`src/rtl/tank_sprite_engine.sv`:
```
// rtl/tank_sprite_engine.sv - per-line OAM scan into a slot cache plus a 3-stage sprite pixel pipeline
//
// Ports:
//   clk, rst             clock, asynchronous active-high reset
//   video_on, x, y       raster timing: active area flag and current pixel coordinate
//   oam_addr, oam_data   OAM read port (data valid one cycle after address)
//   rom_x, rom_y,        sprite sheet address and object type selecting the ROM
//   rom_sel, rom_color   (ROM pixel returns one cycle after address)
//   sprite_on, color     sprite pixel present / colour, 3 cycles after x
//   overflow             more objects than cache slots on the current line
//   scan_busy            OAM scan (SCAN or COMMIT) in progress
module tank_sprite_engine #(
    parameter int          NUM_OBJ      = 8,
    parameter int          MAX_PER_LINE = 4,
    parameter int          TILE_W       = 32,
    parameter int          TILE_H       = 32,
    parameter int          H_ACTIVE     = 640,
    parameter int          V_TOTAL      = 525,
    parameter logic [11:0] COLOR_KEY    = 12'h00F
) (
    input  logic                          clk,
    input  logic                          rst,
    input  logic                          video_on,
    input  logic [9:0]                    x,
    input  logic [9:0]                    y,
    output logic [$clog2(NUM_OBJ)-1:0]    oam_addr,
    input  logic [31:0]                   oam_data,
    output logic [$clog2(8*TILE_W)-1:0]   rom_x,
    output logic [$clog2(8*TILE_H)-1:0]   rom_y,
    output logic [1:0]                    rom_sel,
    input  logic [11:0]                   rom_color,
    output logic                          sprite_on,
    output logic [11:0]                   color,
    output logic                          overflow,
    output logic                          scan_busy
);

    localparam int AW  = $clog2(NUM_OBJ);
    localparam int CW  = $clog2(NUM_OBJ + 1);
    localparam int SW  = $clog2(MAX_PER_LINE + 1);
    localparam int XOW = $clog2(TILE_W);
    localparam int YOW = $clog2(TILE_H);

    typedef enum logic [1:0] {IDLE, SCAN, COMMIT} state_t;

    state_t        state;
    logic [CW-1:0] cnt;     // cycles spent in SCAN; entry cnt-1 is on oam_data
    logic [10:0]   yn;      // line being prepared

    // Shadow cache, filled during SCAN
    logic           sh_valid [MAX_PER_LINE];
    logic [1:0]     sh_type  [MAX_PER_LINE];
    logic [9:0]     sh_x     [MAX_PER_LINE];
    logic [YOW-1:0] sh_yoff  [MAX_PER_LINE];
    logic [2:0]     sh_row   [MAX_PER_LINE];
    logic [2:0]     sh_col   [MAX_PER_LINE];
    logic [SW-1:0]  sh_cnt;
    logic           sh_ovf;

    // Active cache, read by the pixel pipeline
    logic           ac_valid [MAX_PER_LINE];
    logic [1:0]     ac_type  [MAX_PER_LINE];
    logic [9:0]     ac_x     [MAX_PER_LINE];
    logic [YOW-1:0] ac_yoff  [MAX_PER_LINE];
    logic [2:0]     ac_row   [MAX_PER_LINE];
    logic [2:0]     ac_col   [MAX_PER_LINE];

    // OAM entry evaluation; all vertical compares at 11 bits so pos_y+TILE_H never wraps
    logic [10:0]    ent_y;
    logic           ent_hit;
    logic [YOW-1:0] ent_yoff;
    logic [2:0]     unused_oam_bits;

    assign ent_y           = {1'b0, oam_data[17:8]};
    assign ent_hit         = oam_data[28] && (oam_data[30:29] != 2'b11) &&
                             (yn >= ent_y) && (yn < ent_y + 11'(TILE_H));
    assign ent_yoff        = YOW'(yn - ent_y);
    assign unused_oam_bits = {oam_data[31], oam_data[7:6]};

    always_ff @(posedge clk or posedge rst) begin
        if (rst) begin
            state     <= IDLE;
            cnt       <= '0;
            oam_addr  <= '0;
            yn        <= '0;
            sh_cnt    <= '0;
            sh_ovf    <= 1'b0;
            overflow  <= 1'b0;
            scan_busy <= 1'b0;
            for (int i = 0; i < MAX_PER_LINE; i++) begin
                sh_valid[i] <= 1'b0;
                sh_type[i]  <= '0;
                sh_x[i]     <= '0;
                sh_yoff[i]  <= '0;
                sh_row[i]   <= '0;
                sh_col[i]   <= '0;
                ac_valid[i] <= 1'b0;
                ac_type[i]  <= '0;
                ac_x[i]     <= '0;
                ac_yoff[i]  <= '0;
                ac_row[i]   <= '0;
                ac_col[i]   <= '0;
            end
        end else begin
            case (state)
                IDLE: begin
                    if ({1'b0, x} == 11'(H_ACTIVE)) begin
                        state     <= SCAN;
                        scan_busy <= 1'b1;
                        cnt       <= '0;
                        oam_addr  <= '0;
                        yn        <= ({1'b0, y} == 11'(V_TOTAL - 1)) ? 11'd0 : ({1'b0, y} + 11'd1);
                        sh_cnt    <= '0;
                        sh_ovf    <= 1'b0;
                        for (int i = 0; i < MAX_PER_LINE; i++) begin
                            sh_valid[i] <= 1'b0;
                        end
                    end
                end
                SCAN: begin
                    // cnt==0 is the first address cycle; no data returned yet
                    if (cnt != '0 && ent_hit) begin
                        if (sh_cnt < SW'(MAX_PER_LINE)) begin
                            for (int i = 0; i < MAX_PER_LINE; i++) begin
                                if (sh_cnt == SW'(i)) begin
                                    sh_valid[i] <= 1'b1;
                                    sh_type[i]  <= oam_data[30:29];
                                    sh_x[i]     <= oam_data[27:18];
                                    sh_yoff[i]  <= ent_yoff;
                                    sh_row[i]   <= oam_data[5:3];
                                    sh_col[i]   <= oam_data[2:0];
                                end
                            end
                            sh_cnt <= sh_cnt + SW'(1);
                        end else begin
                            sh_ovf <= 1'b1;
                        end
                    end
                    if (cnt == CW'(NUM_OBJ)) begin
                        state <= COMMIT;
                    end
                    cnt      <= cnt + CW'(1);
                    oam_addr <= (cnt < CW'(NUM_OBJ - 1)) ? oam_addr + AW'(1) : '0;
                end
                COMMIT: begin
                    for (int i = 0; i < MAX_PER_LINE; i++) begin
                        ac_valid[i] <= sh_valid[i];
                        ac_type[i]  <= sh_type[i];
                        ac_x[i]     <= sh_x[i];
                        ac_yoff[i]  <= sh_yoff[i];
                        ac_row[i]   <= sh_row[i];
                        ac_col[i]   <= sh_col[i];
                    end
                    overflow  <= sh_ovf;
                    state     <= IDLE;
                    scan_busy <= 1'b0;
                    cnt       <= '0;
                end
                default: begin
                    state     <= IDLE;
                    scan_busy <= 1'b0;
                end
            endcase
        end
    end

    // Stage 1 slot match: descending loop so the lowest slot index wins
    logic           m_found;
    logic [1:0]     m_type;
    logic [XOW-1:0] m_xoff;
    logic [YOW-1:0] m_yoff;
    logic [2:0]     m_row;
    logic [2:0]     m_col;

    always_comb begin
        m_found = 1'b0;
        m_type  = '0;
        m_xoff  = '0;
        m_yoff  = '0;
        m_row   = '0;
        m_col   = '0;
        for (int i = MAX_PER_LINE - 1; i >= 0; i--) begin
            if (ac_valid[i] && ({1'b0, x} >= {1'b0, ac_x[i]}) &&
                ({1'b0, x} < {1'b0, ac_x[i]} + 11'(TILE_W))) begin
                m_found = 1'b1;
                m_type  = ac_type[i];
                m_xoff  = XOW'(x - ac_x[i]);
                m_yoff  = ac_yoff[i];
                m_row   = ac_row[i];
                m_col   = ac_col[i];
            end
        end
    end

    logic hit1;
    logic hit2;
    logic opaque;

    // hit2 lines up with rom_color; a transparent winner blanks the pixel
    assign opaque = hit2 && (rom_color != COLOR_KEY);

    always_ff @(posedge clk or posedge rst) begin
        if (rst) begin
            rom_x     <= '0;
            rom_y     <= '0;
            rom_sel   <= '0;
            hit1      <= 1'b0;
            hit2      <= 1'b0;
            sprite_on <= 1'b0;
            color     <= '0;
        end else begin
            // ROM address holds when nothing is drawn
            if (m_found && video_on) begin
                rom_x   <= {m_col, m_xoff};
                rom_y   <= {m_row, m_yoff};
                rom_sel <= m_type;
            end
            hit1      <= m_found && video_on;
            hit2      <= hit1;
            sprite_on <= opaque;
            color     <= opaque ? rom_color : 12'h000;
        end
    end

endmodule

```
`config.mk`:
```
export PLATFORM = sky130hd
export DESIGN_NAME = tank_sprite_engine
export DESIGN_NICKNAME = d
export VERILOG_FILES = /design/src/rtl/tank_sprite_engine.sv
export SDC_FILE = /design/constraint.sdc
export NUM_CORES = 1
export LEC_CHECK = 0
export BUFFER_PORTS_ARGS = -buffer_cell sky130_fd_sc_hd__clkbuf_2
export CAP_MARGIN = 20
export CORE_MARGIN = 2
export CORE_UTILIZATION = 45
export DETAILED_ROUTE_END_ITERATION = 10
export GPL_TIMING_DRIVEN = 0
export PLACE_DENSITY_LB_ADDON = 0.1
export SETUP_SLACK_MARGIN = 0.05
export SLEW_MARGIN = 20
export SYNTH_ARGS = -nofsm -noshare
export SYNTH_HDL_FRONTEND = slang
export SYNTH_SLANG_ARGS = --single-unit
```
`constraint.sdc`:
```
create_clock -name clk -period 18.6 [get_ports clk]
set_input_delay 0 -clock clk [delete_from_list [all_inputs] [get_ports clk]]
set_output_delay 0 -clock clk [all_outputs]
set_load 0.01 [all_outputs]
```
Word-level counts from Yosys, hierarchy flattened --
Index checks and enable logic that the tools add are counted.
Storage, ports and cells: flip-flop bits (word level) 251, input port bits 67, output and inout port bits 36, word-level logic and storage cells 193
Cells by class: add/subtract/negate cells 14, $lt $le $gt $ge 12, equal/unequal tests 19, mux-type cells 50, bitwise gates (word level) 1, reductions and logical operators 34
Operators with widths (number):
- $add A10 B6 Y11 const B | 5
- $lt A10 B11 Y1 | 4
- $ge A10 B10 Y1 | 4
- $mux W5 | 8
- $mux W3 | 12
- $sub A5 B5 Y5 | 5
- $reduce_and A4 Y1 | 6
- $eq A10 B10 Y1 const B | 2
- $ne A2 B2 Y1 const B | 10
- $reduce_and A5 Y1 | 4
- $logic_and A1 B1 Y1 | 14
- $mux W1 | 12
- $mux W12 | 1
- $mux W2 | 6
- $mux W4 | 3
- $ne A12 B4 Y1 const B | 1
- $pmux W3 S2 | 2
- $pmux W4 S3 | 1
- $add A10 B1 Y11 const B | 1
- $ge A11 B10 Y1 | 1
- $lt A11 B11 Y1 | 1
- $mux W11 | 1
- $reduce_and A2 Y1 | 5
- $pmux W4 S2 | 1
- other kinds (17) | 20

Longest topological paths before layout --
depth after elaboration 8, gate-level depth with buffers 13, gate-level depth less buffers 12

Worst setup path before layout --
Ideal clock, no wire load.
path type reg-to-reg, start register yn[1], end register sh_col[0] in the netlist's numbering, arrival 2637 ps, data required time 18475 ps, path slack 15838 ps, stages on the path, launching flop included 10, cells stage by stage dfrtp_1 ha_1 a21o_1 a21o_1 a2111o_1 a41oi_4 and3_1 buf_6 buf_12 mux2_4
On the way: word-level cells in the longest chain between the ends 5, elaborated cells between the ends (all ways) 6
RTL lines:
- start: declaration | RTL line 48 | logic [10:0] yn;
- start signal: assignment | RTL line 112 | yn <= ({1'b0, y} == 11'(V_TOTAL - 1)) ? 11'd0 : ({1'b0, y} + 11'd1);
- $ge A11 B10 Y1 | RTL line 76 | (yn >= ent_y) && (yn < ent_y + 11'(TILE_H));
- $logic_and A1 B1 Y1 | RTL line 75 | assign ent_hit = oam_data[28] && (oam_data[30:29] != 2'b11) &&
- $logic_and A1 B1 Y1 (*) | RTL line 76
- $logic_and A1 B1 Y1 (*) | RTL line 122 | if (cnt != '0 && ent_hit) begin
- $reduce_and A4 Y1 (no line) (*)
- end signal: indexed assignment | RTL line 131 | sh_col[i] <= oam_data[2:0];
- end: declaration | RTL line 56 | logic [2:0] sh_col [MAX_PER_LINE];
Mark *: on every way between the ends. The rest lies on a longest branch, timed or not. A chain may end at the register's enable or synchronous reset.

Worst setup path after layout --
start register ac_x[35] in the netlist's numbering, end register rom_y[0]
On the way: word-level cells in the longest chain between the ends 5, elaborated cells between the ends (all ways) 8
RTL lines:
- start: declaration | RTL line 63 | logic [9:0] ac_x [MAX_PER_LINE];
- start signal: indexed assignment | RTL line 149 | ac_x[i] <= sh_x[i];
- $add A10 B6 Y11 / $ge A10 B10 Y1 (equally long branches) | RTL line 184, 183
- $lt A10 B11 Y1 / $logic_and A1 B1 Y1 (equally long branches) | RTL line 184, 183
- $logic_and A1 B1 Y1 (*) | RTL line 183 | if (ac_valid[i] && ({1'b0, x} >= {1'b0, ac_x[i]}) &&
- $mux W1 | RTL line 183
- $logic_and A1 B1 Y1 | RTL line 213 | if (m_found && video_on) begin
- end signal: assignment | RTL line 215 | rom_y <= {m_row, m_yoff};
- end: declaration | RTL line 29 | output logic [$clog2(8*TILE_H)-1:0] rom_y,
Marks and branches as above.

==> metrics <==
r2r worst-path depth=11; worst clock skew=0.0170 ns; Std-Cell Rows=62; synthesized area per cell=11.9 um2; IO Port Bufs=98; crit-path max FO=10; initial antenna violation count=0; Die Wd=174 um; P&R area growth vs syn=19.3%; Iter 0 DRT Violations=422; Worst-Skew Late Latency=0.55 ns; switch share=0.230; Crit path largest cell delay=0.64 ns; fill cell count=2486; router iterations before antenna repair=5; DP Worst Slack=15.02 ns; die footprint=0.0303 mm2; clock root cell=clkbuf_16; Fin. Hold Viols=0; hold slack final=0.0647 ns; YS warnings=0; Worst Setup Slack, final=15.01 ns; share of cells above drive strength 1=0.288; placed cell count=1575; Mapped Cells=1091; vias=8811; initial core utilization=0.455; worst path cell trace=inv_1 -> nor3_1 -> xnor2_1 -> ha_1 -> and3_1 -> o211ai_1 -> a32oi_1 -> clkbuf_1 -> o31ai_1 -> a31o_2 -> o32ai_1; number of flops mapped to enable cells by yosys=0; top cell type by total area after synthesis=dfrtp_1; Finished Layout Cells=1674; fmax=278 MHz; DRC Markers=0; Pwr Density=80.1 mW/mm2; Clk network pwr share=0.468; post-route minimum period=3.59 ns; CP startpoint kind=register; vias in the first global route=9174; hold crit path type=input pin to async pin; Switching Power=287 uW; die outline height=174 um; cell area after synthesis=0.0130 mm2; share of the synthesized area in the top cell type=0.482; final instance area=0.0155 mm2; met2 WL=14300 um; storage element area=0.00628 mm2; clk slew on worst S/H paths=0.06 ns; Synth Flop Type=dfrtp_1; Via density=5.26; critical path class=register to register; Worst EP arrival=4.04 ns; placed instance area=0.0141 mm2; nets@finish=1433; CTS tree=done; #FFs+latches synth=251; Util after Layout=0.543; leading cell types by count after synthesis=dfrtp_1, mux2_2, inv_1, ha_1; ant diodes=0; Tot Pwr=1.25 mW; post-DP HPWL=21900 um; peak supply drop=0.0697 mV; Max clock buf depth=3; final setup vio count=0; Pint=959 uW; syn nets=1254; GRT overflow=0; Synth area leaders=dfrtp_1, mux2_2, ha_1, inv_1, mux2_4; unrepaired setup endpoints after global routing=no; GR Util All Layers=0.207; Leak=7.80 nW; DR WL met3=955 um; I/O pin count=103; pin count of the biggest net entering global routing=94; H-tree depth=1; worst reg2reg path endpoint=rom_y[0]; Top Layer Used=met4; TritonCTS Buffers=28; synth unique cells=64; wire length on met1=14500 um; status=completed; Final Wtd Congestion=0.822; post-route setup TNS=0 ns; area of the multi-input gates=0.00610 mm2; most frequent cell after synthesis=dfrtp_1; post-route ant nets=0; Synth async-reset ratio=1.00; CORE AREA=0.0286 mm2; drt wl/cell=18.2 um; Max Cap Violations=0; final wirelength=30400 um; Worst R2R Start=ac_x[35]; Slowest-stage cell, CP=a32oi_1; CP required=19.04 ns; setup slack, reg-to-reg=15.01 ns; first-pass GRT wire length=49900 um; crit share post-route=0.193; Comb power frac=0.082; Slew @ Worst Pin=0.798 ns; CTS sink count=251; Seq/Total Area, Yosys=0.482; Critical Path Sink Type=register; Final Max Slew Viols=0; Seq pwr share=0.450; relative slew slack=0.468
[power groups by stage]
stage | Clock [mW] | Combinational, mW | Sequential (mW)
after detailed placement | 0 | 0.0946 | 0.570
after CTS | 0.598 | 0.104 | 0.561
final | 0.584 | 0.102 | 0.561
after global placement | 0 | 0.0914 | 0.571
after floorplan | 0 | 0.0582 | 0.570
after global routing | 0.623 | 0.117 | 0.561
[cells in the final DEF, fill, tap and decap left out, types with 5 or more instances in the layout]
cell type | Yosys | layout
o32ai_1 | 14 | 14
a21oi_1 | 28 | 28
inv_1 | 106 | 105
dfrtp_1 | 251 | 251
buf_2 | 7 | 7
nor3_1 | 8 | 8
clkbuf_8 | 0 | 8
nand4_1 | 7 | 7
a21o_1 | 18 | 18
mux2_4 | 18 | 18
clkbuf_2 | 1 | 99
dlygate4sd3_1 | 0 | 49
fa_1 | 5 | 5
and2_1 | 14 | 14
nand3_1 | 18 | 18
mux2_2 | 163 | 163
o21ai_0 | 45 | 45
nor2_1 | 27 | 27
and3_1 | 14 | 14
clkbuf_1 | 24 | 27
a31oi_1 | 7 | 7
a221oi_1 | 13 | 13
nand2_1 | 45 | 45
a31o_2 | 16 | 16
clkbuf_16 | 0 | 28
xor2_1 | 9 | 9
o31ai_1 | 17 | 17
a32o_1 | 7 | 7
xnor2_1 | 26 | 26
o211ai_1 | 7 | 7
nand2b_1 | 11 | 11
ha_1 | 91 | 91
buf_6 | 7 | 7
[per-layer routing]
metal / vias to the layer above / GRT usage
met4: 0 / 0.0515
met2: 150 / 0.346
met5: - / 0
li1: 4297 / -
met1: 4323 / 0.289
met3: 41 / 0.0238
[layout make-up]
| cell class | count | area share |
|---|---|---|
| flip-flops and latches | 251 | 0.404 |
| multi-input cells | 692 | 0.392 |
| repair buffers | 149 | 0.0666 |
| clock buffers | 39 | 0.0529 |
| well taps | 384 | 0.0309 |
| inverters | 107 | 0.0263 |
| plain buffers | 41 | 0.0160 |
| clock inverters | 11 | 0.0112 |
[state kept, by name, indices dropped and copies added (netlist names), 2 cells and up]
signal    count
state         2
sh_valid      4
ac_col       12
sh_x         40
rom_y         8
ac_x         40
ac_yoff      20
yn           11
rom_sel       2
sh_col       12
sh_cnt        3
sh_row       12
sh_type       8
oam_addr      3
cnt           4
ac_valid      4
ac_type       8
color        12
ac_row       12
rom_x         8
sh_yoff      20
[critical path, delay by kind of cell (launching register included)]
| kind | cells | cell delay, ns |
|---|---|---|
| AOI/OAI and AO/OA | 5 | 1.41 |
| xor gates and xnor gates | 1 | 0.13 |
| and+or+nand+nor | 2 | 0.53 |
| DFF | 1 | 0.42 |
| adders and majority gates | 1 | 0.30 |
| buffers and inverters | 2 | 0.71 |
[cell families after synthesis]
| logic type | Yosys count | share of synthesized area |
|---|---|---|
| xor gates and xnor gates | 35 | 0.0235 |
| adders and majority gates | 96 | 0.0951 |
| DFF | 251 | 0.482 |
| buffers and inverters | 148 | 0.0499 |
| and+or+nand+nor | 168 | 0.0692 |
| AOI/OAI and AO/OA | 208 | 0.116 |
| muxes | 185 | 0.165 |
[worst max path at each step]
stage                         from   endpoint  slack [ns]
after floorplan                rst  ac_col[0]       11.70
after global placement         rst   color[7]        8.73
after detailed placement  ac_x[15]   rom_y[6]       15.02
after CTS                 ac_x[35]   rom_y[6]       15.02
after global routing      ac_x[35]   rom_y[0]       14.69
final                     ac_x[35]   rom_y[0]       15.01
[repair_timing]
| action | CTS | global route |
|---|---|---|
| setup buffers | 0 | 0 |
| hold endpoints to repair | 168 | 0 |
| hold buffers | 49 | 0 |
| resized for setup | 0 | 0 |
No activity file was read; power rests on OpenSTA's default activity.
